$ cat src/rtl/symbol_aligner.sv
// symbol_aligner
// Receive-side 8b/10b symbol alignment. Watches the shifter's 10-bit sliding
// window for K28.5 (either disparity), acquires symbol lock with a small FSM
// and emits one aligned symbol every 10 bit clocks while locked.
//
// Ports:
//   CRC_CKL      in   1  recovered bit clock, rising edge
//   RESET_L      in   1  synchronous active-low reset
//   data_in      in  10  sliding window, bit 9 newest, bit 0 oldest
//   symbol_out   out 10  aligned symbol, held between strobes
//   symbol_valid out  1  one-cycle strobe, symbol_out is new
//   comma_out    out  1  symbol_out is a comma (qualified by symbol_valid)
//   LOCK         out  1  FSM is in LOCKED
//   align_err    out  1  pulse per misaligned comma while LOCKED
module symbol_aligner #(
    parameter logic [9:0] COMMA_NEG = 10'h17C,
    parameter logic [9:0] COMMA_POS = 10'h283,
    parameter int         LOCK_CNT  = 3,
    parameter int         LOSS_CNT  = 4
) (
    input  logic       CRC_CKL,
    input  logic       RESET_L,
    input  logic [9:0] data_in,
    output logic [9:0] symbol_out,
    output logic       symbol_valid,
    output logic       comma_out,
    output logic       LOCK,
    output logic       align_err
);

    typedef enum logic [1:0] {
        ST_UNLOCKED = 2'd0,
        ST_ALIGNING = 2'd1,
        ST_LOCKED   = 2'd2
    } state_t;

    localparam logic [3:0] LP_LOCK     = 4'(LOCK_CNT);
    localparam logic [3:0] LP_LOSS     = 4'(LOSS_CNT);
    // A single comma is enough to lock straight from UNLOCKED
    localparam logic       LP_LOCK_ONE = (LOCK_CNT == 1);

    state_t     r_state;
    state_t     w_next_state;
    logic [3:0] r_phase;
    logic [3:0] r_comma_cnt;
    logic [3:0] r_err_cnt;
    logic [9:0] r_symbol;
    logic       r_comma;
    logic       r_valid;
    logic       r_lock;
    logic       r_align_err;

    logic       w_is_comma;
    logic       w_boundary;
    logic [3:0] w_comma_inc;
    logic [3:0] w_err_inc;
    logic       w_lock_reached;
    logic       w_loss_reached;
    logic       w_realign;
    logic       w_count;
    logic       w_emit;
    logic       w_err;
    logic       w_clear_err;

    assign w_is_comma = (data_in == COMMA_NEG) || (data_in == COMMA_POS);
    // Re-alignment loads phase with 1, so phase 0 falls exactly 10 cycles later
    assign w_boundary = (r_phase == 4'd0);

    // Saturating increments: counters stick at 15 instead of wrapping
    assign w_comma_inc    = (r_comma_cnt == 4'd15) ? 4'd15 : r_comma_cnt + 4'd1;
    assign w_err_inc      = (r_err_cnt == 4'd15) ? 4'd15 : r_err_cnt + 4'd1;
    assign w_lock_reached = (w_comma_inc >= LP_LOCK);
    assign w_loss_reached = (w_err_inc >= LP_LOSS);

    // State register
    always_ff @(posedge CRC_CKL) begin
        if (!RESET_L) begin
            r_state <= ST_UNLOCKED;
        end else begin
            r_state <= w_next_state;
        end
    end

    // Next-state logic
    always_comb begin
        w_next_state = r_state;
        case (r_state)
            ST_UNLOCKED: begin
                if (w_is_comma) begin
                    w_next_state = LP_LOCK_ONE ? ST_LOCKED : ST_ALIGNING;
                end else begin
                    w_next_state = ST_UNLOCKED;
                end
            end
            ST_ALIGNING: begin
                if (w_is_comma && w_boundary && w_lock_reached) begin
                    w_next_state = ST_LOCKED;
                end else begin
                    w_next_state = ST_ALIGNING;
                end
            end
            ST_LOCKED: begin
                if (w_is_comma && !w_boundary && w_loss_reached) begin
                    w_next_state = ST_UNLOCKED;
                end else begin
                    w_next_state = ST_LOCKED;
                end
            end
            default: w_next_state = ST_UNLOCKED;
        endcase
    end

    // Per-state actions: re-alignment, counting, symbol emission, errors
    always_comb begin
        w_realign   = 1'b0;
        w_count     = 1'b0;
        w_emit      = 1'b0;
        w_err       = 1'b0;
        w_clear_err = 1'b0;
        case (r_state)
            ST_UNLOCKED: begin
                if (w_is_comma) begin
                    w_realign = 1'b1;
                    w_emit    = LP_LOCK_ONE;
                end else begin
                    w_realign = 1'b0;
                end
            end
            ST_ALIGNING: begin
                if (w_is_comma && w_boundary) begin
                    w_count = 1'b1;
                    // The comma that completes lock is itself emitted
                    w_emit  = w_lock_reached;
                end else if (w_is_comma) begin
                    w_realign = 1'b1;
                end else begin
                    w_count = 1'b0;
                end
            end
            ST_LOCKED: begin
                if (w_boundary) begin
                    w_emit      = 1'b1;
                    w_clear_err = w_is_comma;
                end else if (w_is_comma) begin
                    w_err = 1'b1;
                end else begin
                    w_emit = 1'b0;
                end
            end
            default: begin
                w_emit = 1'b0;
            end
        endcase
    end

    // Phase, counters and registered outputs
    always_ff @(posedge CRC_CKL) begin
        if (!RESET_L) begin
            r_phase     <= 4'd0;
            r_comma_cnt <= 4'd0;
            r_err_cnt   <= 4'd0;
            r_symbol    <= 10'd0;
            r_comma     <= 1'b0;
            r_valid     <= 1'b0;
            r_lock      <= 1'b0;
            r_align_err <= 1'b0;
        end else begin
            if (w_realign) begin
                r_phase <= 4'd1;
            end else if (r_phase == 4'd9) begin
                r_phase <= 4'd0;
            end else begin
                r_phase <= r_phase + 4'd1;
            end

            if (w_realign) begin
                r_comma_cnt <= 4'd1;
            end else if (w_count) begin
                r_comma_cnt <= w_comma_inc;
            end else begin
                r_comma_cnt <= r_comma_cnt;
            end

            // Error count only lives while locked; it restarts on every entry
            if (r_state != ST_LOCKED) begin
                r_err_cnt <= 4'd0;
            end else if (w_clear_err) begin
                r_err_cnt <= 4'd0;
            end else if (w_err) begin
                r_err_cnt <= w_loss_reached ? 4'd0 : w_err_inc;
            end else begin
                r_err_cnt <= r_err_cnt;
            end

            if (w_emit) begin
                r_symbol <= data_in;
                r_comma  <= w_is_comma;
            end else begin
                r_symbol <= r_symbol;
                r_comma  <= r_comma;
            end

            r_valid     <= w_emit;
            r_align_err <= w_err;
            r_lock      <= (w_next_state == ST_LOCKED);
        end
    end

    assign symbol_out   = r_symbol;
    assign symbol_valid = r_valid;
    assign comma_out    = r_comma;
    assign LOCK         = r_lock;
    assign align_err    = r_align_err;

endmodule

$ cat config.mk
export PLATFORM = sky130hd
export DESIGN_NAME = symbol_aligner
export DESIGN_NICKNAME = d
export VERILOG_FILES = /design/src/rtl/symbol_aligner.sv
export SDC_FILE = /design/constraint.sdc
export NUM_CORES = 1
export LEC_CHECK = 0
export CELL_PAD_IN_SITES_DETAIL_PLACEMENT = 0
export CELL_PAD_IN_SITES_GLOBAL_PLACEMENT = 1
export CORE_MARGIN = 2
export CORE_UTILIZATION = 38
export DETAILED_ROUTE_END_ITERATION = 7
export PLACE_DENSITY_LB_ADDON = 0.1
export SETUP_SLACK_MARGIN = 0.4
export SYNTH_ARGS = -nofsm -noshare
export SYNTH_HDL_FRONTEND = slang
export SYNTH_SLANG_ARGS = --single-unit
$ cat constraint.sdc
create_clock -name CRC_CKL -period 2.4 [get_ports CRC_CKL]
set_clock_uncertainty 0.15 [all_clocks]
set_input_delay 0.36 -clock CRC_CKL [delete_from_list [all_inputs] [get_ports CRC_CKL]]
set_output_delay 0.36 -clock CRC_CKL [all_outputs]
set_load 0.05 [all_outputs]
==> out/qor.yml, run 1 <==
worst_setup_path:
  worstRegToRegCells: 7
  cp.arrival_ns: 2.02
  r2r_slack_ns: 0.54
  cp-start-kind: "input pin"
  crit_fanout: 4
  end_kind: "flop"
  critPathKind: "in2reg"
  cp.required_ns: 2.49
clock_tree:
  clk_path_buf_depth: 2
  postCtsSetupRepairBufs: 0
  hold_buffers: 0
  numCtsBuffers: 3
  path_clk_slew_ns: 0.14
  cts_sinks: 28
  h-tree-depth: 1
  clkLatencyLatePin_ns: 0.32
  cts_tree: "done"
  root_buffer: "clkbuf_4"
synth:
  synth_seq_area_share_pct: 40.3
  ys_warn_count: 0
  synth_fa_ha_area_share_pct: 8.09
  synthMuxAreaShare_pct: 8.81
  synth-simple-area-share_pct: 26.7
  avgSynthCellArea_um2: 8.93
  synth-compound-area-share_pct: 11.5
  async_flop_share_pct: 0
  synth_edf_count: 0
  synth_xor_xnor_area_share_pct: 0.629
  synthDistinctLibCells: 35
  synth_top_family_by_area: "simple AND/OR/NAND/NOR gates"
  mappedNetlistArea_um2: 1390
  ys_seq_elements: 28
  syn_nets: 177
  syn_inst: 156
  ys.flop_type: "dfxtp_1"
power:
  ir_worst_vdd_mv: 0.154
  power.leakage_nw: 0.829
  internal-power_mw: 0.564
  pwr_density_cell_nw_per_um2: 407
  switching_share_pct: 24.0
  p_comb_share_pct: 10.2
  p_sw_mw: 0.178
  p_clk_share_pct: 26.1
  seqPwrFrac_pct: 63.7
job:
  maxCapViolations: 0
status:
  status: "finished, final reports clean"
placed_design:
  hpwl_mm: 2.24
  port_buffers: 25
  dpl-instance-area_um2: 1790
  dp.cells: 237
  place_congestion: 0.803
timing:
  fin_setup_tns_ns: 0
  hold_violations: 0
  worst_pin_slew_ns: 0.501
  min_period_ns: 1.93
  finalSetupViolations: 0
  grt_setup_unrepaired: "yes"
  timing.fmax_mhz: 518
  min_period_over_period_pct: 80.5
  worst_hold_slack_ns: 0.153
  slew_headroom_pct: 66.5
  slew_violations: 0
floorplanning:
  io_pins: 26
  dieArea_um2: 4160
  core_um2: 3420
  die_w_um: 64.5
  start_util_pct: 40.8
  die_h_um: 64.5
  row_count: 21
layout:
  drive_above_1_share_pct: 18.6
  final_common_cell: "nand2_1"
  area_growth_pct: 30.7
  fin_cells: 240
  design_area_um2: 1820
  layout_common_cells: "nand2_1, dfxtp_1, buf_4"
  antenna_cells: 0
  num-nets-final: 217
drt:
  first_iter_violations: 51
  vias_per_cell: 4.94
  vias: 1185
  dr.pass1.iters: 4
  ant_nets: 0
  wirelength_mm: 2.84
  drc: 0
  post_drt_wl_per_cell_um: 11.8
global_route:
  grt_antenna_before_repair: 0
  grt_pass1_wl_mm: 5.22
  grt_overflow_total: 0
  grt_max_degree: 25
  grtUsageTotal_pct: 15.6
  grt_pass1_vias: 1209
hold_path:
  hold_depth: 3
  hp-class: "in2reg"
==> worst max-delay path, stage by stage <==
cell,delay [ns]
dlygate4sd2_1,0.24
buf_4,0.13
nand4b_1,0.22
nor4_4,0.35
o211a_1,0.23
mux2_2,0.33
o21a_1,0.16
==> flip-flops by register name, summed over array words and instances (netlist names) <==
name and cells:
symbol_out 10, r_comma_cnt 4, r_err_cnt 4, r_phase 4, r_state 2, LOCK 1
align_err 1, comma_out 1, symbol_valid 1
==> metal layers <==
metal / vias up / global-route usage, % / routed length (µm)
met3: 6 / 2.60 / 115
li1: 616 / - / -
met1: 539 / 19.4 / 1360
met2: 24 / 27.1 / 1320
met5: - / 0 / 0
met4: 0 / 5.85 / 47
==> repair_timing <==
item | in CTS | in global routing
endpoints found under the setup margin | 34 | 25
gates resized for setup | 38 | 11
pin swaps | 10 | 7
==> synthesized netlist by cell type, types with 2 or more instances <==
cell | instances | area share, %
mux2_2 | 2 | 1.6
and2_1 | 4 | 1.8
nor2_1 | 10 | 2.7
mux2i_1 | 10 | 7.2
nand2_1 | 34 | 9.2
clkbuf_1 | 4 | 1.1
a311oi_1 | 3 | 1.9
nand4b_1 | 2 | 1.3
o21a_1 | 2 | 1.1
or4b_4 | 2 | 2.0
o21ai_0 | 5 | 1.8
ha_1 | 9 | 8.1
o211a_1 | 2 | 1.4
a21oi_1 | 8 | 2.9
inv_1 | 9 | 2.4
nor3b_1 | 2 | 1.1
nor3_1 | 3 | 1.1
dfxtp_1 | 28 | 40
==> per-stage QoR <==
stage | util [%] | power, mW | setup slack [ns]
3_3_place_gp | 52.4 | 0.563 | -0.125
5_1_grt | 53.3 | 0.781 | 0.375
6_report | 53.3 | 0.741 | 0.468
2_1_floorplan | - | 0.523 | 0.288
4_1_cts | 52.6 | 0.758 | 0.412
3_5_place_dp | 52.4 | 0.565 | -0.159
==> cell type report <==
class,count,area [µm²]
Timing Repair Buffer,40,348
Inverter,9,33.8
Sequential cell,28,564
Clock buffer,3,22.5
Multi-Input combinational cell,114,795
Tap cell,46,57.6
Fill cell,331,1600
==> cells by family after synthesis <==
kind of cell | count (synthesis)
AO/OA/AOI/OAI | 24
XOR/XNOR | 1
adder cells (fa/ha/maj) | 9
buffers and inverters | 14
flip-flops | 28
multiplexers | 12
AND/OR/NAND/NOR | 68
==> path summary, 6_finish.rpt <==
kind / startpoint / to
setup reg to reg: r_comma_cnt[0]$_SDFFE_PN0P_ / symbol_out[3]$_SDFFE_PN0P_
hold / removal: data_in[6] / symbol_out[6]$_SDFFE_PN0P_
setup / recovery: data_in[8] / r_comma_cnt[0]$_SDFFE_PN0P_
hold reg to reg: r_err_cnt[3]$_SDFFE_PP0P_ / r_err_cnt[3]$_SDFFE_PP0P_
==> power by group through the flow <==
stage / Sequential (mW) / Clock (mW) / Combinational [mW]
finish: 0.472 / 0.194 / 0.0753
global route: 0.474 / 0.222 / 0.0851
CTS: 0.474 / 0.208 / 0.0763
detailed placement: 0.484 / 0 / 0.0814
global placement: 0.484 / 0 / 0.0789
floorplan: 0.483 / 0 / 0.0399
Note: power is estimated with default switching activity, not from simulation.
==> run 2: changes to the inputs <==
==> constraint.sdc (replaced) <==
create_clock -name CRC_CKL -period 1.95 [get_ports CRC_CKL]
set_clock_uncertainty 0.15 [all_clocks]
set_input_delay 0.2925 -clock CRC_CKL [delete_from_list [all_inputs] [get_ports CRC_CKL]]
set_output_delay 0.2925 -clock CRC_CKL [all_outputs]
set_load 0.05 [all_outputs]
==> run 2 against run 1 <==
  * Final area grew 8.7%
  * First-iteration DRC count decreased by 14%
  * Wire length increased by 8.2%
  * Highest routed layer unchanged
==> out/qor.yml, run 2 (synthesis results as in run 1) <==
layout:
  drive_above_1_share_pct: 37.6  # +19 points
  largest_reg_flops: 10  # unchanged
  area_growth_pct: 42.0
  design_area_um2: 1980  # +8.7%
  antenna_cells: 0  # unchanged
  layout_common_cells: "nand2_1, dfxtp_1, buf_4"
  fillers: 317  # -4.2%
  final_common_cell: "nand2_1"
  num-nets-final: 224  # +3.2%
  fin_cells: 248  # +3.3%
clock_tree:
  root_buffer: "clkbuf_4"
  cts_tree: "done"
  numCtsBuffers: 3  # unchanged
  cts_sinks: 28  # unchanged
  path_clk_slew_ns: 0.14  # about the same
  h-tree-depth: 1  # unchanged
  hold_buffers: 0  # unchanged
  clk_path_buf_depth: 2  # unchanged
  clkLatencyLatePin_ns: 0.34  # +0.02 ns
worst_setup_path:
  max_stage_delay_ns: 0.54  # +0.19 ns
  cp.required_ns: 2.06  # -0.43 ns
  cpMostUsedCell: "buf_6"
  end_kind: "flop"
  critPathKind: "in2reg"
  cp-start-kind: "input pin"
  r2r_slack_ns: 0.18  # -0.36 ns
  cp.arrival_ns: 1.89  # -0.13 ns
  crit_fanout: 7  # +3
  crit_chain: "buf_6 > or4b_4 > nor4_4 > o221ai_2 > a21oi_2 > buf_6 > mux2i_1"
  cp_top_family: "simple AND/OR/NAND/NOR gates"
  crit_path_top_delay_cell: "or4b_4"
  cp_num_buf_inv: 2  # unchanged
floorplanning:
  die_w_um: 64.5  # unchanged
  start_util_pct: 40.8  # unchanged
  io_pins: 26  # unchanged
  die_h_um: 64.5  # unchanged
  row_count: 21  # unchanged
  core_um2: 3420  # unchanged
  dieArea_um2: 4160  # unchanged
global_route:
  grtUsageTotal_pct: 15.8  # +0.17 points
  grt_antenna_before_repair: 0  # unchanged
  grt_max_degree: 17  # -32%
  grt_pass1_wl_mm: 5.25  # +0.65%
  grt_pass1_vias: 1252  # +3.6%
  grt_overflow_total: 0  # unchanged
drt:
  first_iter_violations: 44  # -14%
  wirelength_mm: 3.08  # +8.2%
  dr.pass1.iters: 4  # unchanged
  drc: 0  # unchanged
  post_drt_wl_per_cell_um: 12.4  # +4.7%
  met3WireLength_um: 136  # +18%
  ant_nets: 0  # unchanged
  drt-met1-wl_mm: 1.36  # -0.37%
  top_layer: "met4"
  met2RoutedLength_mm: 1.56  # +19%
  vias_per_cell: 4.97  # +0.69%
  vias: 1233  # +4.1%
placed_design:
  dp.cells: 237  # unchanged
  place_congestion: 0.781  # -2.7%
  hpwl_mm: 2.31  # +3.4%
  dpl-instance-area_um2: 1790  # +0.21%
  port_buffers: 25  # unchanged
timing:
  hold_violations: 0  # unchanged
  slew_violations: 0  # unchanged
  timing.fmax_mhz: 562
  min_period_ns: 1.78
  worst_pin_slew_ns: 0.336  # -0.166 ns
  slew_headroom_pct: 77.5  # +11 points
  grt_setup_unrepaired: "yes"
  min_period_over_period_pct: 91.3
  finalSetupViolations: 0  # unchanged
power:
  p_clk_share_pct: 36.1  # +10 points
  p_sw_mw: 0.233  # +31%
  seqPwrFrac_pct: 54.6  # -9.1 points
  power.leakage_nw: 0.807  # -2.7%
  p_comb_share_pct: 9.3  # -0.9 points
  ir_worst_vdd_mv: 0.328  # +110%
  switching_share_pct: 21.8  # -2.2 points
  pwr_density_cell_nw_per_um2: 541  # +33%
  internal-power_mw: 0.836  # +48%
job:
  maxCapViolations: 0  # unchanged
hold_path:
  hp-class: "in2reg"
status:
  status: "finished, final reports clean"
==> run 2: metrics by stage <==
step           setup WS (ns)  util [%]  total power [mW]  TNS (ns)  hold WS [ns]
3_5_place_dp          -0.606      52.5             0.695    -13.89         0.289
5_1_grt               0.0624      57.9              1.11         0        0.0384
4_1_cts               0.0581      56.6              1.08         0        0.0423
2_1_floorplan        -0.0948         -             0.644    -0.371         0.267
6_report               0.170      57.9              1.07         0        0.0532
3_3_place_gp          -0.515      52.5             0.693    -11.94         0.276
==> run 2: cell type report <==
type	instances	area (µm²)	share of cell area, %
multi-input combinational	114	871	44.0
sequential	28	569	28.8
timing repair buffer	47	394	19.9
tap	46	57.6	2.91
inverter	9	33.8	1.71
clock inverter	1	30.0	1.52
clock buffer	3	22.5	1.14
==> run 2: tightest hold or removal path, delay by kind of cell <==
family / cells / cell delay (ns)
buffers and inverters: 1 / 0.10
muxes: 1 / 0.06
and+or+nand+nor: 1 / 0.05
==> run 2: path summary, 6_finish.rpt <==
kind | start | end | depth (start not counted)
setup / recovery | data_in[6] | symbol_out[1]$_SDFFE_PN0P_ | 7
hold / removal | data_in[5] | symbol_out[5]$_SDFFE_PN0P_ | 3
setup reg to reg | r_comma_cnt[1]$_SDFFE_PP0P_ | symbol_out[1]$_SDFFE_PN0P_ | 7
hold reg to reg | r_err_cnt[3]$_SDFFE_PP0P_ | r_err_cnt[3]$_SDFFE_PP0P_ | 2
==> run 2: timing repair <==
action,4_1_cts,5_1_grt
setup endpoints to repair,42,37
gates resized for setup,86,39
buffers inserted,3,4
gates cloned,0,0
pin swaps,14,10
==> run 2: layer usage <==
metal / vias up / track usage (%)
met5: - / 0
met4: 0 / 2.93
met3: 4 / 4.34
met2: 27 / 28.8
met1: 568 / 18.6
li1: 634 / -
==> run 2: power by group through the flow <==
stage	combinational [mW]	sequential (mW)	clock [mW]
final	0.0996	0.584	0.386
after global routing	0.111	0.585	0.417
after CTS	0.0981	0.584	0.398
after detailed placement	0.0991	0.596	0
after floorplan	0.0496	0.595	0
after global placement	0.0977	0.595	0
